## config.mk

```make
export PLATFORM = sky130hd
export DESIGN_NAME = sigma_delta_adc
export DESIGN_NICKNAME = d
export VERILOG_FILES = /design/src/rtl/sigma_delta_adc_pkg.sv /design/src/rtl/sigma_delta_adc_bit_sync.sv /design/src/rtl/sigma_delta_adc.sv
export SDC_FILE = /design/constraint.sdc
export NUM_CORES = 1
export LEC_CHECK = 0
export ABC_AREA = 1
export CAP_MARGIN = 20
export CORE_MARGIN = 1.5
export CORE_UTILIZATION = 45
export DETAILED_ROUTE_END_ITERATION = 7
export PLACE_DENSITY = 0.67
export SYNTH_ARGS = -nofsm -noshare
export SYNTH_HDL_FRONTEND = slang
export SYNTH_SLANG_ARGS = --single-unit
```

## constraint.sdc

```tcl
create_clock -name Clk -period 1.8 [get_ports Clk]
set_clock_uncertainty 0.1 [all_clocks]
set_input_delay 0.36 -clock Clk [delete_from_list [all_inputs] [get_ports Clk]]
set_output_delay 0.36 -clock Clk [all_outputs]
set_load 0.05 [all_outputs]
```

## src/rtl/sigma_delta_adc_pkg.sv

```systemverilog
// Shared constants for the delta-sigma ADC: default sample width, window length
// and the excess-code midscale used when looping ADC samples into the DAC.
package sigma_delta_adc_pkg;

  localparam int DEFAULT_WIDTH = 8;

  function automatic int window_len(input int width);
    return 1 << width;
  endfunction

  // Excess-2**(W-1) zero point; a 50% bit density decimates to this code.
  function automatic int midscale(input int width);
    return 1 << (width - 1);
  endfunction

endpackage

```

## src/rtl/sigma_delta_adc_bit_sync.sv

```systemverilog
// Comparator synchroniser plus the feedback flop; kept in one instance so the
// IOB and false-path constraints attach to a single place.
module sd_bit_sync (
  input  logic Clk,
  input  logic Reset,
  input  logic CompIn,
  output logic sync_bit,
  output logic FbOut
);

  logic sync1;
  logic sync2;

  // Feedback runs every clock, independent of enable, so the analog loop stays locked.
  always_ff @(posedge Clk or posedge Reset) begin
    if (Reset) begin
      sync1 <= 1'b0;
      sync2 <= 1'b0;
      FbOut <= 1'b0;
    end else begin
      sync1 <= CompIn;
      sync2 <= sync1;
      FbOut <= sync2;
    end
  end

  assign sync_bit = sync2;

endmodule

```

## src/rtl/sigma_delta_adc.sv

```systemverilog
// First-order delta-sigma ADC back end: boxcar decimation of the synchronised
// comparator bitstream into excess-code samples behind a valid/ready register.
module sigma_delta_adc
  import sigma_delta_adc_pkg::*;
#(
  parameter int WIDTH = DEFAULT_WIDTH
) (
  input  logic             Clk,
  input  logic             Reset,
  input  logic             CompIn,
  output logic             FbOut,
  input  logic             En,
  output logic [WIDTH-1:0] ADCout,
  output logic             ADCvalid,
  input  logic             ADCready,
  output logic             Overrun,
  input  logic             OvrClr
);

  localparam logic [WIDTH-1:0] LAST_CNT = WIDTH'(window_len(WIDTH) - 1);

  logic             sync_bit;
  logic [WIDTH-1:0] win_cnt;
  logic [WIDTH-1:0] acc;
  logic [WIDTH:0]   sum;
  logic [WIDTH-1:0] sample;
  logic             term_cnt;
  logic             ovr_set;

  sd_bit_sync u_bit_sync (
    .Clk      (Clk),
    .Reset    (Reset),
    .CompIn   (CompIn),
    .sync_bit (sync_bit),
    .FbOut    (FbOut)
  );

  // A full window of ones counts 2**WIDTH, one past the code range, so clamp it.
  assign sum      = {1'b0, acc} + {{WIDTH{1'b0}}, sync_bit};
  assign sample   = sum[WIDTH] ? {WIDTH{1'b1}} : sum[WIDTH-1:0];
  assign term_cnt = En && (win_cnt == LAST_CNT);
  assign ovr_set  = term_cnt && ADCvalid && !ADCready;

  always_ff @(posedge Clk or posedge Reset) begin
    if (Reset) begin
      win_cnt  <= '0;
      acc      <= '0;
      ADCout   <= '0;
      ADCvalid <= 1'b0;
      Overrun  <= 1'b0;
    end else begin
      if (!En) begin
        win_cnt <= '0;
        acc     <= '0;
      end else begin
        win_cnt <= win_cnt + 1'b1;
        acc     <= term_cnt ? '0 : sum[WIDTH-1:0];
      end

      // A completing window always wins the holding register, accepted or not.
      if (term_cnt) begin
        ADCout   <= sample;
        ADCvalid <= 1'b1;
      end else if (ADCvalid && ADCready) begin
        ADCvalid <= 1'b0;
      end

      if (ovr_set) begin
        Overrun <= 1'b1;
      end else if (OvrClr) begin
        Overrun <= 1'b0;
      end
    end
  end

endmodule

```

Word-level counts from Yosys, hierarchy flattened:

Index checks and enable logic that the tools add are counted.

* $add $sub $neg: 2
* mux-type cells: 8
* equal/unequal tests: 1
* reductions and logical operators: 7

Operators by type and width (number)
* 2-to-1 mux 8 bit: 4
* adder 8 x 1 -> 9 bit: 1
* adder 8 x 1 -> 8 bit, second input constant: 1
* equality test 8 bit, second input constant: 1
* logical AND 1 bit: 4
* 2-to-1 mux 1 bit: 4
* nonzero test 2 bit: 2
* zero test 1 bit: 1

* word-level logic and storage cells: 26
* output and inout bits: 11
* bits in registers: 29
* input bits: 6

Depth between registers and ports, before layout:

Gate-level depths: netlist (run 1).

* depth after elaboration: 5
* gate-level depth with buffers: 9
* gate-level depth less buffers: 9

By module:

A second synthesis (run 1) with hierarchy kept.

* cells, all modules: 155
* area total of the unflattened synthesis: 1327.5 um^2

By module, submodules not included
* sigma_delta_adc: times used 1, area each 1248.7 um^2, sequential area each 650.6 um^2, cells an instance 151
* sd_bit_sync: times used 1, area each 78.8 um^2, sequential area each 75.1 um^2, cells an instance 4

Worst setup path after synthesis (run 1):

No wires, ideal clock.

* path kind: flip-flop to flip-flop
* start point: register u_bit_sync.sync2 (netlist: u_bit_sync.sync_bit)
* end point: register ADCout[5]
* path slack: 0.302 ns
* arrival: 1.280 ns
* clock period less this slack: 1.498 ns
* stages on the path, launching flop included: 9
* library setup time: 0.118 ns
* buffers on the path: 0
* path through: dfrtp_1 > ha_1 > ha_1 > nand2_1 > nor2_1 > nand2_1 > nand3_1 > nand2_1 > nand2_1

* word-level cells in the longest chain between the ends: 2

RTL lines
* start, declared: line sigma_delta_adc_bit_sync.sv:12 `logic sync2;`
* start signal, assigned: line sigma_delta_adc_bit_sync.sv:22 `sync2 <= sync1;`
* adder 8 x 1 -> 9 bit: line sigma_delta_adc.sv:39 `assign sum = {1'b0, acc} + {{WIDTH{1'b0}}, sync_bit};`
* 2-to-1 mux 8 bit: line sigma_delta_adc.sv:40 `assign sample = sum[WIDTH] ? {WIDTH{1'b1}} : sum[WIDTH-1:0];`
* end signal, assigned: line sigma_delta_adc.sv:62 `ADCout <= sample;`
* end, declared: line sigma_delta_adc.sv:13 `output logic [WIDTH-1:0] ADCout,`

No other way between the ends.
A chain may end at the register's enable or synchronous reset.

Worst setup path after layout (run 1):

* start point: register u_bit_sync.sync2 (netlist: u_bit_sync.sync_bit)
* end point: register ADCout[7]

The elaborated chain is that of the path after synthesis.

==> metrics, run 1 <==
Sink Count 29; Syn. warnings 0; GRT overflow 0; Crit path depth 8; initial antenna violation count 0; Final period util 0.909; RSZ-0062 raised after global routing no; Slew @ Worst Pin roughly 0.36 ns; reg2reg end ADCout[7]; die area ~3300 um2; CTS buffer count 5; critical-path maximum fanout 6; post-synthesis sequential area ratio 0.548; gr usage total 0.170; TritonCTS clock tree built; CP cell instances ha_1, ha_1, nand2_1, nor2_2, nand2_2, nand3_1, nand2_1, nand2_1; CORE AREA 2780 um2; Initial Util 0.476; number of detailed-route iterations in the first pass 4; Synth area leader dfrtp_1; relative max-transition margin 0.759; Register Area 726 um2; number of max-cap violations 0; synthesized area per cell around 8.6 um2; Placer Congestion 0.918; max incr delay on CP between 0.3 and 0.4 ns; Layout area overhead 18.6%; cell mode on critical path nand2_1; setup violators final 0; Die H 57.2 um; worst-skew pair later-pin latency 0.32 ns; Hold Crit Depth 0; Worst Setup EP ADCout[7]; DP HPWL approximately 1.8 mm; Crit-path slowest cell dfrtp_1; first-pass GRT wire length slightly above 4 mm; Synth Register Bits 29; Residual DRC 0; FP Rows 19; Buffers & Inverters on Critical Path 0; Fillers 255; ant diodes 0; H-tree depth 2; P_leak 0.804 nW; via count 1034; count of final max-slew check failures 0; fin util 0.565; status finished clean; antenna viol nets, final 0; Crit. End Element flop; vias in the first global route 982; Area contributors post-synth dfrtp_1 55%, nand2_1 13%, nor2_1 6.0%; Worst R2R Start u_bit_sync.sync_bit; Total Neg Setup Slack 0 ns; share of the synthesized area in the top cell type 0.548; R2R setup slack 0.16 ns; die width around 57 um; WP data arrival about 1.7 ns; nets@finish 186; CP Launch Point u_bit_sync.sync_bit; largest net degree at the start of global routing 30; Pwr Density 778 nW/um2; cell area after synthesis 1320 um2; Max Freq 0.611 GHz; IO Pins 17; worst-case vdd ir drop 0.000647 V; share of cells above drive strength 1 0.185; Netlist cell types 23; Hold Crit Class reg2reg; initial DRC count 47; Crit path max-delay family simple AND/OR/NAND/NOR gates; most frequent cells in the layout 44 x nand2_1, 29 x dfrtp_1, 20 x nor2_1; crit start category flop; WL/cell about 12 um; CTS max path bufs 2; clk slew on worst S/H paths about 0.09 ns; drt via density a little under 5; most common cell after layout, fill and taps aside nand2_1; Fin. Hold Viols 0; hold_buf cts 0; CP required between 1.5 and 2 ns; area of the multi-input gates 524 um2; IO Port Bufs 16; crit path kind reg2reg; Syn Nets between 150 and 200; worst reg2reg path depth 8; root buffer cell clkbuf_4; Gate Count Post-Synth between 150 and 200; Final min period roughly 1.6 ns; DRT Wirelength approximately 2.4 mm
-- registers in the layout (all words and copies together) (netlist names) --
register,flops
acc,8
win_cnt,8
u_bit_sync.sync_bit,1
u_bit_sync.FbOut,1
Overrun,1
ADCvalid,1
ADCout,8
u_bit_sync.sync1,1
-- worst min-delay path by stage --
stage / from / slack, ns / to
after floorplan: u_bit_sync.sync1 / 0.23 / u_bit_sync.sync_bit
after global placement: u_bit_sync.sync1 / 0.24 / u_bit_sync.sync_bit
after detailed placement: u_bit_sync.sync1 / 0.24 / u_bit_sync.sync_bit
after CTS: u_bit_sync.sync1 / 0.26 / u_bit_sync.sync_bit
after global routing: u_bit_sync.sync1 / 0.27 / u_bit_sync.sync_bit
final: u_bit_sync.sync1 / 0.26 / u_bit_sync.sync_bit
-- repair_timing --
action	CTS	global route
setup endpoints to repair	0	4
resized for setup	0	2
buffers inserted	0	0
-- worst reg2reg max path: stages, from the launching register on --
cell and delay, ns:
dfrtp_1 0.39, ha_1 0.23, ha_1 0.21, nand2_1 0.16, nor2_2 0.08, nand2_2 0.12
nand3_1 0.10, nand2_1 0.07, nand2_1 0.07
-- power breakdown --
part	switching [mW]	total [mW]	internal [mW]
clock network	0.232	0.459	0.226
registers	0.00934	0.676	0.666
logic	0.0547	0.0871	0.0324
-- per-stage QoR --
step,hold slack (ns),instances,area (um2),setup slack (ns),total power [mW]
after floorplan,0.231,154,1320,0.302,0.744
after global placement,0.237,201,1500,0.129,0.776
after detailed placement,0.237,201,1500,0.101,0.778
after CTS,0.258,209,1570,0.0876,1.24
after global routing,0.274,209,1570,0.0514,1.28
final,0.255,209,1570,0.164,1.22
-- kinds of logic (layout without fill, tap and decap cells) --
kind of cell,after synthesis,in the layout,synth area share
AOI/OAI and AO/OA,18,18,0.0756
DFF,29,29,0.548
and+or+nand+nor,83,83,0.275
xor gates and xnor gates,2,2,0.0132
adders and majority gates,3,3,0.0284
buffers and inverters,19,43,0.0595
-- synth_stat cells --
| cell | instances |
|---|---|
| nand2_2 | 2 |
| nor2_8 | 1 |
| clkbuf_1 | 1 |
| o21ai_1 | 4 |
| a21oi_1 | 9 |
| clkinv_1 | 1 |
| ha_1 | 3 |
| o21ai_2 | 2 |
| xor2_1 | 1 |
| nor2_2 | 1 |
| inv_2 | 2 |
| nor2_4 | 1 |
| nand3_1 | 10 |
| o21bai_1 | 1 |
| xnor2_1 | 1 |
| buf_6 | 1 |
| nand2_4 | 1 |
| nor3_1 | 1 |
| dfrtp_1 | 29 |
| o21ai_0 | 2 |
| nor2_1 | 21 |
| inv_1 | 14 |
| nand2_1 | 45 |
-- cell type report --
type	count	area share
multi-input combinational	106	0.334
clock inverter	1	0.00319
inverter	17	0.0406
sequential	29	0.462
timing repair buffer	18	0.0940
tap	31	0.0247
clock buffer	7	0.0414
-- layer usage --
layer | global-route usage | part of all wire | vias to the layer above
li1 | - | - | 533
met1 | 0.208 | 0.46 | 471
met2 | 0.271 | 0.49 | 28
met3 | 0.0680 | 0.048 | 2
met4 | 0.0631 | 0.0065 | 0
met5 | 0 | 0 | -
(Power assumes the default switching activity.)
==> run 2: changes to the inputs <==
- CELL_PAD_IN_SITES_DETAIL_PLACEMENT: not set -> 1
- CELL_PAD_IN_SITES_GLOBAL_PLACEMENT: not set -> 2
- CORE_UTILIZATION: 45 -> 32
- PLACE_DENSITY: 0.67 -> not set
- PLACE_DENSITY_LB_ADDON: not set -> 0.1
==> run 2 against run 1 <==
- via count up 3.2%
- total power up 6.4%
- critical endpoint unchanged
- wire length up 18%
- setup slack better by 0.013 ns
- clock-buffer cell count unchanged
- sequential share of layout area down 1.1 points
- non-clock buffer count unchanged
- register-to-register slack about the same
- global-route usage down 1.9 points
==> metrics, run 2 (synthesis results as in run 1) <==
number of detailed-route iterations in the first pass 4 (unchanged); Register Area 726 um2 (unchanged); largest net degree at the start of global routing 30 (unchanged); area of the multi-input gates 524 um2 (unchanged); Sink Count 29 (unchanged); antenna viol nets, final 0 (unchanged); ant diodes 0 (unchanged); die area 4530 um2 (+38%); vias in the first global route 1085 (+10%); Final Power 1.30 mW (+6.4%); H-tree depth 2 (unchanged); combinational share of power 0.069 (-0.002); CORE AREA 4000 um2 (+44%); WL/cell 12.7 um (+8.7%); DP HPWL 2.15 mm (+19%); worst-case vdd ir drop 0.000391 V (-40%); Slew @ Worst Pin 0.377 ns (+0.0154 ns); final worst slack 0.177 ns (+0.0127 ns); initial antenna violation count 0 (unchanged); P_leak 0.807 nW (+0.38%); DP Area 1520 um2 (+1.6%); CTS max path bufs 2 (unchanged); nets@finish 186 (unchanged); number of max-cap violations 0 (unchanged); relative max-transition margin 0.749 (-0.0103); RSZ-0062 raised after global routing no; final hold slack 0.252 ns (-0.00314 ns); initial DRC count 26 (-45%); Pwr Density 807 nW/um2 (+3.7%); FP Rows 23 (+4); via count 1067 (+3.2%); Worst R2R Start u_bit_sync.sync_bit; most frequent cells in the layout 44 x nand2_1, 29 x dfrtp_1, 20 x nor2_1; hold_buf cts 0 (unchanged); setup violators final 0 (unchanged); worst-skew pair later-pin latency 0.28 ns (-0.04 ns); sw power 0.296 mW (about the same); crit path kind reg2reg; root buffer cell clkbuf_8; drt via density 4.70 (-5.0%); first-pass GRT wire length 4.83 mm (+17%); Max Freq 0.616 GHz (+0.78%); Layout area overhead 21.6%; clk slew on worst S/H paths 0.06 ns (-0.03 ns); critical-path maximum fanout 6 (unchanged); CTS buffer count 5 (unchanged); TritonCTS clock tree built; part of the power in the clock network 0.411 (+0.036); Initial Util 0.331 (-0.145); crit start category flop; Fillers 476 (+87%); gr usage total 0.150 (-0.0192); Hold Crit Class reg2reg; CP required 1.87 ns (-0.03 ns); Seq pwr share 0.521 (-0.032); WP data arrival 1.70 ns (-0.04 ns); Placer Congestion 0.845 (-8.0%); DRT Wirelength 2.89 mm (+18%); IO Pins 17 (unchanged); Final period util 0.902 (-0.00706); CP Launch Point u_bit_sync.sync_bit; Total Neg Setup Slack 0 ns (unchanged); die width 67.3 um (+18%); count of final max-slew check failures 0 (unchanged); Residual DRC 0 (unchanged); Die H 67.3 um (+18%); GRT overflow 0 (unchanged); Final min period 1.62 ns (-0.0127 ns); largest registers ADCout (8), acc (8), win_cnt (8); status finished clean; hold_sp u_bit_sync.sync1; Fin. Hold Viols 0 (unchanged); Crit. End Element flop; Internal Pwr Total 1.00 mW (+8.4%); Sw Ratio 0.228 (-0.0145); IO Port Bufs 16 (unchanged); share of cells above drive strength 1 0.175 (-0.0103); most common cell after layout, fill and taps aside nand2_1; DP Worst Slack 0.0738 ns (-0.0267 ns); post-route cell area 1610 um2 (+2.5%)
[run 2: cell types whose count changed in the layout (fill, tap and decap cells not counted), sizes merged]
cell	previous run	this run
clkinv	2	1
[run 2: per-layer routing]
layer  GRT usage  part of all wire  up-vias
li1            -                 -      525
met1       0.167              0.46      520
met4      0.0842             0.025        0
met2       0.249              0.48       15
met5           0                 0        -
met3      0.0550             0.038        7
[run 2: worst paths after layout]
check                                      endpoint  slack [ns]  depth (start not counted)
max in group asynchronous                win_cnt[3]        0.96                          3
worst min register to register  u_bit_sync.sync_bit        0.25                          0
worst min-delay path            u_bit_sync.sync_bit        0.25                          0
worst max-delay path                      ADCout[7]        0.18                          8
min in group asynchronous                   Overrun        0.36                          3
worst max register to register            ADCout[7]        0.18                          8
[run 2: power groups by stage]
stage	clock, mW	combinational (mW)	sequential [mW]
floorplan	0	0.0450	0.699
global placement	0	0.0899	0.688
detailed placement	0	0.0926	0.689
CTS	0.565	0.0928	0.677
global route	0.590	0.102	0.678
finish	0.534	0.0890	0.677
[run 2: critical path, cell delays in order, from the launching register on]
cell and delay (ns):
dfrtp_1 0.37, ha_1 0.23, ha_1 0.21, nand2_1 0.15, nor2_2 0.08, nand2_2 0.13, nand3_1 0.12, nand2_1 0.08
nand2_1 0.04
[run 2: timing repair]
action / CTS / global route
gates resized for setup: 0 / 2
endpoints found under the setup margin: 0 / 6
setup buffers: 0 / 0
endpoints found under the hold margin: 0 / 0
[run 2: layout make-up]
type	instances	area share
Clock buffer	7	0.0536
Sequential cell	29	0.451
Inverter	17	0.0396
Multi-Input combinational cell	106	0.326
Tap cell	50	0.0389
Timing Repair Buffer	18	0.0917
[run 2: stage by stage]
| stage | util | cells |
|---|---|---|
| 4_1_cts | 0.401 | 227 |
| 2_1_floorplan | - | 154 |
| 3_3_place_gp | 0.380 | 220 |
| 3_5_place_dp | 0.380 | 220 |
| 5_1_grt | 0.403 | 227 |
| 6_report | 0.403 | 227 |
